$ cat config.mk
export PLATFORM = sky130hd
export DESIGN_NAME = chi_txflit_mgmt_mc_flat
export DESIGN_NICKNAME = d
export VERILOG_FILES = /design/src/rtl/chi_txflit_mgmt_mc_if.sv /design/src/rtl/chi_txflit_mgmt_mc.sv /design/src/flat_wrapper.sv
export SDC_FILE = /design/constraint.sdc
export NUM_CORES = 1
export LEC_CHECK = 0
export BUFFER_PORTS_ARGS = -buffer_cell sky130_fd_sc_hd__buf_2
export CORE_MARGIN = 2
export CORE_UTILIZATION = 52
export DETAILED_ROUTE_END_ITERATION = 10
export MAX_ROUTING_LAYER = met4
export PLACE_DENSITY = 0.8
export SLEW_MARGIN = 25
export SYNTH_ARGS = -nofsm -noshare
export SYNTH_HDL_FRONTEND = slang
export SYNTH_SLANG_ARGS = --single-unit
$ cat constraint.sdc
create_clock -name clk -period 3.3 [get_ports clk]
set_input_delay 0.66 -clock clk [delete_from_list [all_inputs] [get_ports clk]]
set_output_delay 0.66 -clock clk [all_outputs]
set_load 0.01 [all_outputs]
$ cat src/rtl/chi_txflit_mgmt_mc_if.sv
// rtl/chi_txflit_mgmt_mc_if.sv - buffer-read, link and status bundle of the multi-channel TX flit manager
interface chi_txflit_mgmt_mc_if #(
  parameter int NUM_CH  = 3,
  parameter int DEPTH   = 15,
  parameter int MAX_CRD = 15
);
  localparam int AW  = $clog2(DEPTH);
  localparam int CHW = (NUM_CH > 1) ? $clog2(NUM_CH) : 1;
  localparam int CW  = $clog2(MAX_CRD + 1);

  logic [NUM_CH*DEPTH-1:0] own_flit;
  logic                    link_up;
  logic [NUM_CH-1:0]       lcrd_v;
  logic                    rd_vld;
  logic                    read_req;
  logic [CHW-1:0]          read_ch;
  logic [AW-1:0]           read_addr;
  logic                    flit_pending;
  logic [NUM_CH-1:0]       flit_valid;
  logic [NUM_CH*DEPTH-1:0] ownership;
  logic [NUM_CH*CW-1:0]    credit_cnt;

  modport master (
    output own_flit, link_up, lcrd_v, rd_vld,
    input  read_req, read_ch, read_addr, flit_pending, flit_valid, ownership, credit_cnt
  );

  modport slave (
    input  own_flit, link_up, lcrd_v, rd_vld,
    output read_req, read_ch, read_addr, flit_pending, flit_valid, ownership, credit_cnt
  );
endinterface

$ cat src/rtl/chi_txflit_mgmt_mc.sv
// rtl/chi_txflit_mgmt_mc.sv - multi-channel CHI TX flit ownership, credit and round-robin send manager
module chi_txflit_mgmt_mc #(
  parameter int NUM_CH  = 3,
  parameter int DEPTH   = 15,
  parameter int MAX_CRD = 15
) (
  input  logic                  clk,
  input  logic                  rst,
  chi_txflit_mgmt_mc_if.slave   bus
);
  localparam int AW  = $clog2(DEPTH);
  localparam int CHW = (NUM_CH > 1) ? $clog2(NUM_CH) : 1;
  localparam int CW  = $clog2(MAX_CRD + 1);

  typedef enum logic [1:0] {IDLE, WAIT_DATA, SEND} state_t;

  state_t state_q, state_d;

  logic [NUM_CH-1:0][DEPTH-1:0] own_q, own_d;
  logic [NUM_CH-1:0][CW-1:0]    crd_q, crd_d;
  logic [NUM_CH-1:0][AW-1:0]    ptr_q, ptr_d;
  logic [CHW-1:0]               rr_q, rr_d;
  logic [CHW-1:0]               grant_q;
  logic [CHW-1:0]               sel;
  logic [NUM_CH-1:0]            elig;
  logic                         any_elig;
  logic                         send_ok;
  logic                         issue, fire, pending;
  logic                         read_req_q;
  logic [CHW-1:0]               read_ch_q;
  logic [AW-1:0]                read_addr_q;
  logic [NUM_CH-1:0]            fv_d, flit_valid_q;

  // A channel may be picked when its next slot is owned, it holds a credit and the link is up
  always_comb begin
    elig = '0;
    for (int ch = 0; ch < NUM_CH; ch++) begin
      elig[ch] = own_q[ch][ptr_q[ch]] && (crd_q[ch] != '0) && bus.link_up;
    end
  end

  // Round-robin pick: scan from the far end back so the lowest offset from rr_q wins
  always_comb begin
    int             idx;
    logic [CHW-1:0] cand;
    sel      = '0;
    any_elig = 1'b0;
    idx      = 0;
    cand     = '0;
    for (int k = NUM_CH - 1; k >= 0; k--) begin
      idx = int'(rr_q) + k;
      if (idx >= NUM_CH) idx = idx - NUM_CH;
      cand = CHW'(idx);
      if (elig[cand]) begin
        sel      = cand;
        any_elig = 1'b1;
      end
    end
  end

  // The held flit can go out only while the link is up and its channel still has a credit
  assign send_ok = bus.link_up && (crd_q[grant_q] != '0);

  // State register
  always_ff @(posedge clk) begin
    if (rst) state_q <= IDLE;
    else     state_q <= state_d;
  end

  // Next-state logic
  always_comb begin
    state_d = state_q;
    case (state_q)
      IDLE:      if (any_elig)   state_d = WAIT_DATA;
      WAIT_DATA: if (bus.rd_vld) state_d = SEND;
      SEND:      if (send_ok)    state_d = IDLE;
      default:                   state_d = IDLE;
    endcase
  end

  // FSM control strobes: issue a buffer read, fire a send, flag an in-flight flit
  always_comb begin
    issue   = 1'b0;
    fire    = 1'b0;
    pending = 1'b0;
    case (state_q)
      IDLE:      issue = any_elig;
      WAIT_DATA: pending = 1'b1;
      SEND: begin
        pending = 1'b1;
        fire    = send_ok;
      end
      default: ;
    endcase
  end

  // Next ownership, credit, read-pointer and priority values; a send clears after any new grant
  always_comb begin
    own_d = own_q | bus.own_flit;
    ptr_d = ptr_q;
    rr_d  = rr_q;
    fv_d  = '0;
    if (fire) begin
      own_d[grant_q][ptr_q[grant_q]] = 1'b0;
      ptr_d[grant_q] = (ptr_q[grant_q] == AW'(DEPTH - 1)) ? '0 : ptr_q[grant_q] + 1'b1;
      rr_d           = (grant_q == CHW'(NUM_CH - 1)) ? '0 : grant_q + 1'b1;
      fv_d[grant_q]  = 1'b1;
    end
    crd_d = crd_q;
    for (int ch = 0; ch < NUM_CH; ch++) begin
      if (!bus.link_up) begin
        crd_d[ch] = '0;
      end else if (fire && (grant_q == CHW'(ch))) begin
        if (!bus.lcrd_v[ch]) crd_d[ch] = crd_q[ch] - 1'b1;
      end else if (bus.lcrd_v[ch] && (crd_q[ch] != CW'(MAX_CRD))) begin
        crd_d[ch] = crd_q[ch] + 1'b1;
      end
    end
  end

  // Datapath registers; read_ch/read_addr only move when a new read is issued
  always_ff @(posedge clk) begin
    if (rst) begin
      own_q        <= '0;
      crd_q        <= '0;
      ptr_q        <= '0;
      rr_q         <= '0;
      grant_q      <= '0;
      read_req_q   <= 1'b0;
      read_ch_q    <= '0;
      read_addr_q  <= '0;
      flit_valid_q <= '0;
    end else begin
      own_q        <= own_d;
      crd_q        <= crd_d;
      ptr_q        <= ptr_d;
      rr_q         <= rr_d;
      read_req_q   <= issue;
      flit_valid_q <= fv_d;
      if (issue) begin
        grant_q     <= sel;
        read_ch_q   <= sel;
        read_addr_q <= ptr_q[sel];
      end
    end
  end

  assign bus.read_req     = read_req_q;
  assign bus.read_ch      = read_ch_q;
  assign bus.read_addr    = read_addr_q;
  assign bus.flit_pending = pending;
  assign bus.flit_valid   = flit_valid_q;
  assign bus.ownership    = own_q;
  assign bus.credit_cnt   = crd_q;
endmodule

$ cat src/flat_wrapper.sv
// flat-port wrapper written by rule: the top's interface ports become plain ports
module chi_txflit_mgmt_mc_flat 
#(
  parameter int NUM_CH  = 3,
  parameter int DEPTH   = 15,
  parameter int MAX_CRD = 15
)
  (clk, rst, bus_own_flit, bus_link_up, bus_lcrd_v, bus_rd_vld, bus_read_req, bus_read_ch, bus_read_addr, bus_flit_pending, bus_flit_valid, bus_ownership, bus_credit_cnt);
  chi_txflit_mgmt_mc_if #(.NUM_CH(NUM_CH), .DEPTH(DEPTH), .MAX_CRD(MAX_CRD)) bus_i ();
  input  logic clk;
  input  logic rst;
  input wire logic [$bits(bus_i.own_flit)-1:0] bus_own_flit;
  input wire logic [$bits(bus_i.link_up)-1:0] bus_link_up;
  input wire logic [$bits(bus_i.lcrd_v)-1:0] bus_lcrd_v;
  input wire logic [$bits(bus_i.rd_vld)-1:0] bus_rd_vld;
  output wire logic [$bits(bus_i.read_req)-1:0] bus_read_req;
  output wire logic [$bits(bus_i.read_ch)-1:0] bus_read_ch;
  output wire logic [$bits(bus_i.read_addr)-1:0] bus_read_addr;
  output wire logic [$bits(bus_i.flit_pending)-1:0] bus_flit_pending;
  output wire logic [$bits(bus_i.flit_valid)-1:0] bus_flit_valid;
  output wire logic [$bits(bus_i.ownership)-1:0] bus_ownership;
  output wire logic [$bits(bus_i.credit_cnt)-1:0] bus_credit_cnt;
  assign bus_i.own_flit = bus_own_flit;
  assign bus_i.link_up = bus_link_up;
  assign bus_i.lcrd_v = bus_lcrd_v;
  assign bus_i.rd_vld = bus_rd_vld;
  assign bus_read_req = bus_i.read_req;
  assign bus_read_ch = bus_i.read_ch;
  assign bus_read_addr = bus_i.read_addr;
  assign bus_flit_pending = bus_i.flit_pending;
  assign bus_flit_valid = bus_i.flit_valid;
  assign bus_ownership = bus_i.ownership;
  assign bus_credit_cnt = bus_i.credit_cnt;
  chi_txflit_mgmt_mc #(.NUM_CH(NUM_CH), .DEPTH(DEPTH), .MAX_CRD(MAX_CRD)) u_core (.clk(clk), .rst(rst), .bus(bus_i));
endmodule
# After elaboration in Yosys (flattened, before gate mapping)

Index checks and enable logic that the tools add are counted.

Bits in registers: 83
Output and inout bits: 68
Word-level logic and storage cells: 147

Add/subtract/negate cells: 13
$lt $le $gt $ge: 14
Equality and inequality tests: 14
Muxes and demuxes: 55
Bitwise operators: 5
Reduce and logical (&&, ||, !) cells: 31

Operator list:

| kind                                                 | number |
|---|---|
| 2-to-1 mux 4 bit                                     | 14 |
| AND 45 bit                                           | 1 |
| 2-to-1 mux 45 bit                                    | 1 |
| NOT 45 bit                                           | 1 |
| OR 45 bit                                            | 1 |
| demux 15 bit (select 2 bit)                          | 1 |
| binary-select mux 4 bit (select 2 bit)               | 3 |
| < comparator 4 x 5 -> 1 bit (second input constant)  | 4 |
| 2-to-1 mux 2 bit                                     | 10 |
| adder 4 x 1 -> 4 bit (second input constant)         | 4 |
| nonzero test 4 bit                                   | 4 |
| logical AND 1 bit                                    | 15 |
| < comparator 2 x 3 -> 1 bit (second input constant)  | 5 |
| 2-to-1 mux 15 bit                                    | 1 |
| 2-to-1 mux 1 bit                                     | 14 |
| binary-select mux 1 bit (select 4 bit)               | 3 |
| bitwise mux 12 bit                                   | 1 |
| != test 4 bit (second input constant)                | 3 |
| subtractor 4 x 1 -> 4 bit (second input constant)    | 3 |
| demux 4 bit (select 2 bit)                           | 1 |
| != test 2 bit (second input constant)                | 4 |
| binary-select mux 1 bit (select 2 bit)               | 3 |
| >= comparator 3 x 2 -> 1 bit (second input constant) | 2 |
| one-hot mux 2 bit (3 select lines)                   | 1 |
| 20 further kinds                                     | 32 |

# Logic depth before layout (Yosys ltp)

Gate-level depths: netlist of the first run.

Depth in word-level cells: 11
Mapped depth: 13
Mapped depth without buffers: 11

# Worst setup path after synthesis of the first run

No wires, ideal clock.

Path type: register to register
Start: reg u_core.grant_q[0]
End: reg u_core.crd_q (netlist bit u_core.bus.credit_cnt[10])
Data arrival time: 2.708 ns
Slack: 0.462 ns
Stages on the path, launching flop included: 12
Path buffers: 2
Clock period less this slack: 2.838 ns
Cells stage by stage: dfxtp_1 > buf_2 > inv_1 > and2_1 > o32a_1 > or4_1 > clkbuf_1 > xnor2_1 > ha_1 > or3_1 > a21oi_1 > nor3_1

Word-level cells in the longest chain between the ends: 8
Elaborated cells between the ends (all ways): 11

Ends and longest elaborated chain:

| what                                                                        | RTL line                  | text |
|---|---|---|
| start, declared                                                             | chi_txflit_mgmt_mc.sv:23  | `logic [CHW-1:0] grant_q;` |
| start signal, assigned                                                      | chi_txflit_mgmt_mc.sv:141 | `grant_q <= sel;` |
| binary-select mux 4 bit (select 2 bit)                                      | chi_txflit_mgmt_mc.sv:62  | `assign send_ok = bus.link_up && (crd_q[grant_q] != '0);` |
| 2-to-1 mux 4 bit (not written as such)                                      | chi_txflit_mgmt_mc.sv:62  |  |
| nonzero test 4 bit                                                          | chi_txflit_mgmt_mc.sv:62  |  |
| logical AND 1 bit                                                           | chi_txflit_mgmt_mc.sv:62  |  |
| 2-to-1 mux 1 bit                                                            | chi_txflit_mgmt_mc.sv:86  | `case (state_q)` |
| logical AND 1 bit (*)                                                       | chi_txflit_mgmt_mc.sv:113 | `end else if (fire && (grant_q == CHW'(ch))) begin` |
| != test 2 bit (no source line) / nonzero test 2 bit (equally long branches) | --                        |  |
| AND reduction 2 bit (no source line)                                        | --                        |  |
| end signal, assigned                                                        | chi_txflit_mgmt_mc.sv:135 | `crd_q <= crd_d;` |
| end, declared                                                               | chi_txflit_mgmt_mc.sv:20  | `logic [NUM_CH-1:0][CW-1:0] crd_q, crd_d;` |

Mark *: on every way between the ends. The rest lies on a longest branch, timed or not. The select of a mux whose other input is x is not followed.
A chain may end at the register's enable or synchronous reset.

# Worst setup path in the final report of the first run

Start: reg u_core.grant_q[0]
End: reg u_core.crd_q (netlist bit u_core.bus.credit_cnt[6])

Same word-level chain as after synthesis.

==> metrics.txt, run 1 <==
Clk Latency, worst-skew pair=350 ps; Post-Synth XOR/XNOR Area=1.870%; mux share of post-synthesis cell area=slightly above 10%; largest net degree at the start of global routing=between 60 and 70; PwrDens=437.0 nW/um2; post-CTS setup buffer count=0; Design Area, Final=5109 um2; Synth Register Bits=83; total power=2.232 mW; DRT Wirelength=about 12000 um; # rows=32; ANT nets after route=0; Seq/Total Area, Yosys=39.42%; Core Area=7807 um2; Compound-Gate Fraction of Synth Area=21.64%; hold_sp=u_core.bus.read_addr[3]; height of the chip=between 90 and 100 um; # DRC=0; Post-Synthesis Cells=approximately 480; vias per std cell=just over 6; ANT cells=0; worst min-delay path category=register to register; Crit. End Element=register; initial core utilization=a little over half; Syn Nets=about 540; status=finished, final reports clean; placed insts=671; starting DRC count in detailed routing=a little under 200; hold buffer count at CTS=0; first drt pass iteration count=6; # port buffers=119; CTS tree=built; Longest Clk Path Bufs=2; cts bufs inserted=9; Non-Filler Instances=between 600 and 700; period utilization=92.45%; via count=4212; final layout net count=640; chip width=94.04 um; GRT Total Usage=between 20% and 30%; number of I/O pins=120; initial antenna violation count=0; Synth Warn #=0; Cell Area, Synth=4215 um2; Final Util=between 60% and 70%; hold path cells=2; Fin. Hold Viols=0; Synth cell types=55; final setup TNS=0 ps; Max Cap Viol=0; DP HPWL=a little under 9000 um; Max Slew Vio Count=0; worst endpoint data arrival time=3280 ps; relative slew slack=32.80%; simple-gate share of the synthesized area=18.91%; dpl cell area=4871 um2; Crit Path Max Fanout=14; Worst VDD drop=230.1 uV; Synth Area per Inst=8.856 um2; Clock Sinks=between 80 and 90; Required @ worst endpoint=3520 ps; WL/cell=17.55 um; number of global-route vias before repair=3939; largest family of logic cells by synthesized area=compound AO/OA/AOI/OAI gates; DIE AREA=around 8800 um2; global-route wire length before repair=roughly 19000 um; ys flop type=dfxtp_1; Adder-Cell Fraction of Synth Area=2.612%; RSZ-0062 raised after global routing=no; Leak=between 2 and 2.5 nW; CTS Root Cell=clkbuf_8; f_max=327.8 MHz; Worst setup SP type=register; Clock transition at path regs=90 ps; Layout area overhead=21.19%; setup slack, reg-to-reg=250 ps; gp weighted congestion=0.8945; reg2reg end=u_core.bus.credit_cnt[6]; worst hold endpoint=u_core.bus.read_addr[3]; H-tree depth=3; Setup-failing EPs final=0; Slew @ Worst Pin=approximately 1000 ps; layout cell share with drive strength beyond 1=26.71%; Worst Reg-to-Reg Cells=10; post-CTS sizing=0; Post-synth EDFFs=0; Clock Skew=9.597 ps; Async SR Flop Fraction=0%; remaining global-route overflow=0; WS Path Type=register to register; Period minus WS final=about 3100 ps; R2R Path Start=u_core.grant_q[0]
==> worst max-delay path, stage by stage (launching register included) <==
cell      delay [ps]
dfxtp_1          730
inv_1            210
mux2i_1          220
nand4b_1         200
or2_2            420
xnor2_1          160
ha_1             200
or3_1            360
mux2i_1          210
xnor2_1          150
nor2_1            50
==> registers in the layout (all words and copies together) (netlist names) <==
name	cells
u_core.bus.credit_cnt	12
u_core.bus.read_addr	4
u_core.rr_q	2
u_core.bus.read_req	1
u_core.bus.flit_valid	3
u_core.grant_q	2
u_core.ptr_q	12
u_core.state_q	2
u_core.bus.ownership	45
==> cell usage in the layout, fill, tap and decap left out, types with 3 or more instances in the layout <==
master / instances
a41oi_1: 4
nor4_1: 4
xnor2_1: 7
mux4_2: 6
mux2i_1: 28
a21oi_1: 17
nand4_1: 5
a22o_1: 4
o21ai_0: 4
ha_1: 8
bufinv_16: 3
clkbuf_8: 9
nand2b_1: 11
and2_1: 6
dfxtp_1: 83
nand3b_1: 3
or3_1: 3
a32o_1: 4
nor2_1: 83
a211o_1: 4
inv_1: 17
buf_4: 11
buf_2: 119
nand2_1: 16
or4_1: 5
o22ai_1: 7
nor2b_1: 10
a211oi_1: 13
a311oi_1: 39
nand3_1: 7
nor3_1: 9
==> through the flow <==
step / setup WS, ps / hold WS, ps
after floorplan: 462.2 / 484.1
after global placement: 379.8 / 473.1
after detailed placement: 323.8 / 469.2
after CTS: 308.5 / 484.1
after global routing: 92.20 / 517.1
final: 249.1 / 480.6
==> worst max path at each step <==
stage | from | endpoint | slack, ps | cells past startpoint
floorplan | u_core.grant_q[0] | u_core.bus.credit_cnt[10] | 460 | 11
global route | u_core.grant_q[0] | u_core.bus.credit_cnt[6] | 90 | 10
CTS | u_core.grant_q[0] | u_core.bus.credit_cnt[6] | 310 | 10
detailed placement | u_core.grant_q[0] | u_core.bus.credit_cnt[6] | 320 | 10
finish | u_core.grant_q[0] | u_core.bus.credit_cnt[6] | 250 | 10
global placement | u_core.grant_q[0] | u_core.bus.credit_cnt[10] | 380 | 9
==> synth_stat cells (3+ instances only) <==
library cell	n	area, um2
a211o_1	4	35.03
a211oi_1	13	97.59
a21oi_1	17	85.08
a22o_1	4	35.03
a311oi_1	39	341.6
a32o_1	4	40.04
a41oi_1	4	35.03
and2_1	6	37.54
buf_2	3	15.01
clkbuf_1	33	123.9
dfxtp_1	83	1662
ha_1	8	100.1
inv_1	17	63.81
mux2i_1	28	280.3
mux4_2	6	135.1
nand2_1	16	60.06
nand2b_1	11	68.82
nand3_1	7	35.03
nand3b_1	3	22.52
nand4_1	5	31.28
nor2_1	83	311.6
nor2b_1	10	62.56
nor3_1	9	45.04
nor4_1	4	25.02
o21ai_0	4	20.02
o22ai_1	7	43.79
or3_1	3	18.77
or4_1	5	37.54
xnor2_1	7	61.31
==> logic make-up (layout without fill, tap and decap cells) <==
family | count (synthesis) | count (layout)
simple gates | 167 | 167
xor+xnor | 9 | 9
flops | 83 | 83
compound gates | 117 | 117
mux | 36 | 36
buf+inv | 55 | 163
fa+ha+maj | 9 | 9
==> area by class of cell <==
class                      instances  area (um2)
fill                             654        2699
multi-input combinational        338        2336
sequential                        83        1662
timing repair buffer             130       678.2
tap                              102       127.6
clock buffer                       9       123.9
clock inverter                     6       113.9
inverter                          18       67.56
==> routing by layer <==
layer | global-route usage (%) | vias up | wire (um)
li1 | - | 1982 | -
met1 | 34.56 | 2014 | 5028
met2 | 46.67 | 197 | 5933
met3 | 4.173 | 19 | 871
met4 | 11.11 | 0 | 208
met5 | - | - | 0
==> report_power, final <==
part	switching, mW	leakage [nW]	internal [mW]
clock	0.377	0.112	0.501
sequential	0.0447	0.684	1.05
combinational	0.139	1.30	0.123
No activity file was read; power rests on OpenSTA's default activity.
==> run 2: changes to the inputs <==
Settings changed: CTS_CLUSTER_SIZE set to 14, GPL_TIMING_DRIVEN set to 0.
==> run 2 against run 1 <==
Highest routed layer unchanged. Clock-buffer cell count grew 1. Critical endpoint is now u_core.bus.credit_cnt[10]. Non-clock buffer count grew 30. Via count grew 2.4%. Final area grew 1.0%. Cell count grew 4.5%. Register-to-register slack lost 50 ps. Largest power group unchanged. Clock skew grew 2.7 ps. Routed wire length grew 4.1%. Sequential cell count is the same. Utilization grew 0.66 points.
==> metrics.txt, run 2 (synthesized netlist as in run 1, its figures left out) <==
number of global-route vias before repair=4101; layout cell share with drive strength beyond 1=25.20%; Max Cap Viol=0; remaining global-route overflow=0; Clock transition at path regs=~90 ps; max FFs per register=45; Slew @ Worst Pin=865.1 ps; cts bufs inserted=9; status=finished, final reports clean; via count=around 4300; ANT cells=0; first drt pass iteration count=5; WP depth=11; RSZ-0062 raised after global routing=no; Worst Reg-to-Reg Cells=11; # DRC=0; Critical-path top delay cell=dfxtp_1; ANT nets after route=0; height of the chip=around 94 um; WL/cell=17.48 um; Setup-failing EPs final=0; DP HPWL=approximately 9300 um; Clk Latency, worst-skew pair=~360 ps; H-tree depth=3; initial antenna violation count=0; CTS Root Cell=clkbuf_8; WS Path Type=register to register; Leak=around 2.1 nW; DIE AREA=roughly 9000 um2; relative slew slack=between 40% and 50%; CP Cell Sequence=buf_2 -> inv_1 -> and2_1 -> o32a_1 -> or4_1 -> clkbuf_2 -> xnor2_1 -> ha_1 -> or3_1 -> a21oi_1 -> nor3_1; Core Area=7807 um2; number of I/O pins=120; initial core utilization=between 50% and 60%; starting DRC count in detailed routing=approximately 300; largest net degree at the start of global routing=16; Crit. End Element=register; worst min-delay path category=register to register; global-route wire length before repair=20020 um; DRT Wirelength=12540 um; largest delay contributor family on the critical path=simple AND/OR/NAND/NOR gates; CTS tree=built; placed insts=695; Max Slew Vio Count=0; Required @ worst endpoint=roughly 3500 ps; Clock Skew=approximately 12 ps; Non-Filler Instances=717; number of fill cells in the layout=683; hold path cells=2; # port buffers=117; most frequent cells in the layout=buf_2 (120), nor2_1 (83), dfxtp_1 (83); gp weighted congestion=0.8943; final setup TNS=0 ps; CP max stage delay=460 ps; chip width=~94 um; final layout net count=between 600 and 700; PwrDens=between 400 and 500 nW/um2; Period minus WS final=just over 3000 ps; Worst setup SP type=register; # rows=32; vias per std cell=6.015; Crit Path Max Fanout=10; Clock Sinks=just over 80; Longest Clk Path Bufs=2; hold buffer count at CTS=0; worst endpoint data arrival time=3340 ps; f_max=about 320 MHz; period utilization=94.05%; commonest non-fill, non-tap cell in the layout=buf_2; Worst VDD drop=271.0 uV; GRT Total Usage=a little under 30%; Fin. Hold Viols=0; Buf+Inv Stages, Crit Path=3; Layout area overhead=22.41%
[run 2: cell count changes in the layout (fill, tap and decap cells not counted)]
| cell | delta |
|---|---|
| clkinvlp_4 | -1 |
| clkinv_2 | +1 |
| clkbuf_2 | +1 |
| buf_2 | +1 |
| bufinv_16 | -3 |
| buf_4 | -5 |
| clkbuf_8 | +1 |
| inv_6 | +2 |
| clkbuf_1 | +32 |
| buf_6 | +1 |
| clkinv_4 | +1 |
[run 2: stage by stage]
step / instance area (um2) / setup WS [ps] / utilization [%] / hold WS (ps) / total power, mW
detailed placement: 4928 / -79.58 / 63.13 / 481.0 / 1.376
CTS: 5129 / 157.6 / 65.69 / 494.8 / 2.071
floorplan: 4215 / 462.2 / - / 484.1 / 1.257
global placement: 4928 / 10.44 / 63.13 / 481.2 / 1.367
finish: 5160 / 196.5 / 66.09 / 496.7 / 2.072
global route: 5160 / 51.96 / 66.09 / 516.7 / 2.154
[run 2: final cells by class]
cell class,count,area (um2),area share (%)
Inverter,18,67.56,1.309
Timing Repair Buffer,123,630.6,12.22
Clock inverter,6,47.55,0.9214
Tap cell,102,127.6,2.473
Multi-Input combinational cell,338,2336,45.27
Buffer,37,151.4,2.934
Clock buffer,10,137.6,2.667
Sequential cell,83,1662,32.20
[run 2: timing repair]
item	in CTS	in global routing
endpoints found under the setup margin	4	5
setup buffers	2	4
gates resized for setup	0	2
hold endpoints to repair	0	0
pin swaps	1	1
[run 2: worst register-to-register path: stages, from the launching register on]
cell and delay (ps):
dfxtp_1 460, buf_2 280, inv_1 140, and2_1 190
o32a_1 300, or4_1 410, clkbuf_2 230, xnor2_1 170
ha_1 230, or3_1 370, a21oi_1 160, nor3_1 60
[run 2: worst paths after layout]
| kind | startpoint | to | slack [ps] |
|---|---|---|---|
| setup reg to reg | u_core.grant_q[0] | u_core.bus.credit_cnt[10] | 200 |
| hold reg to reg | u_core.bus.read_addr[3] | u_core.bus.read_addr[3] | 500 |
| setup / recovery | u_core.grant_q[0] | u_core.bus.credit_cnt[10] | 200 |
| hold / removal | u_core.bus.read_addr[3] | u_core.bus.read_addr[3] | 500 |
[run 2: where the power goes]
group	internal [mW]	leakage, nW	switching [mW]	total, mW
clock network	0.302	0.0937	0.406	0.708
registers	1.05	0.684	0.0404	1.09
logic	0.127	1.33	0.148	0.276
total	1.48	2.10	0.595	2.07
[run 2: per-layer routing]
layer	routed length (um)	vias up	track usage [%]
met2	6050	203	49.58
met4	242	0	10.39
li1	-	2041	-
met1	5360	2048	36.55
met5	0	-	-
met3	883	21	5.297
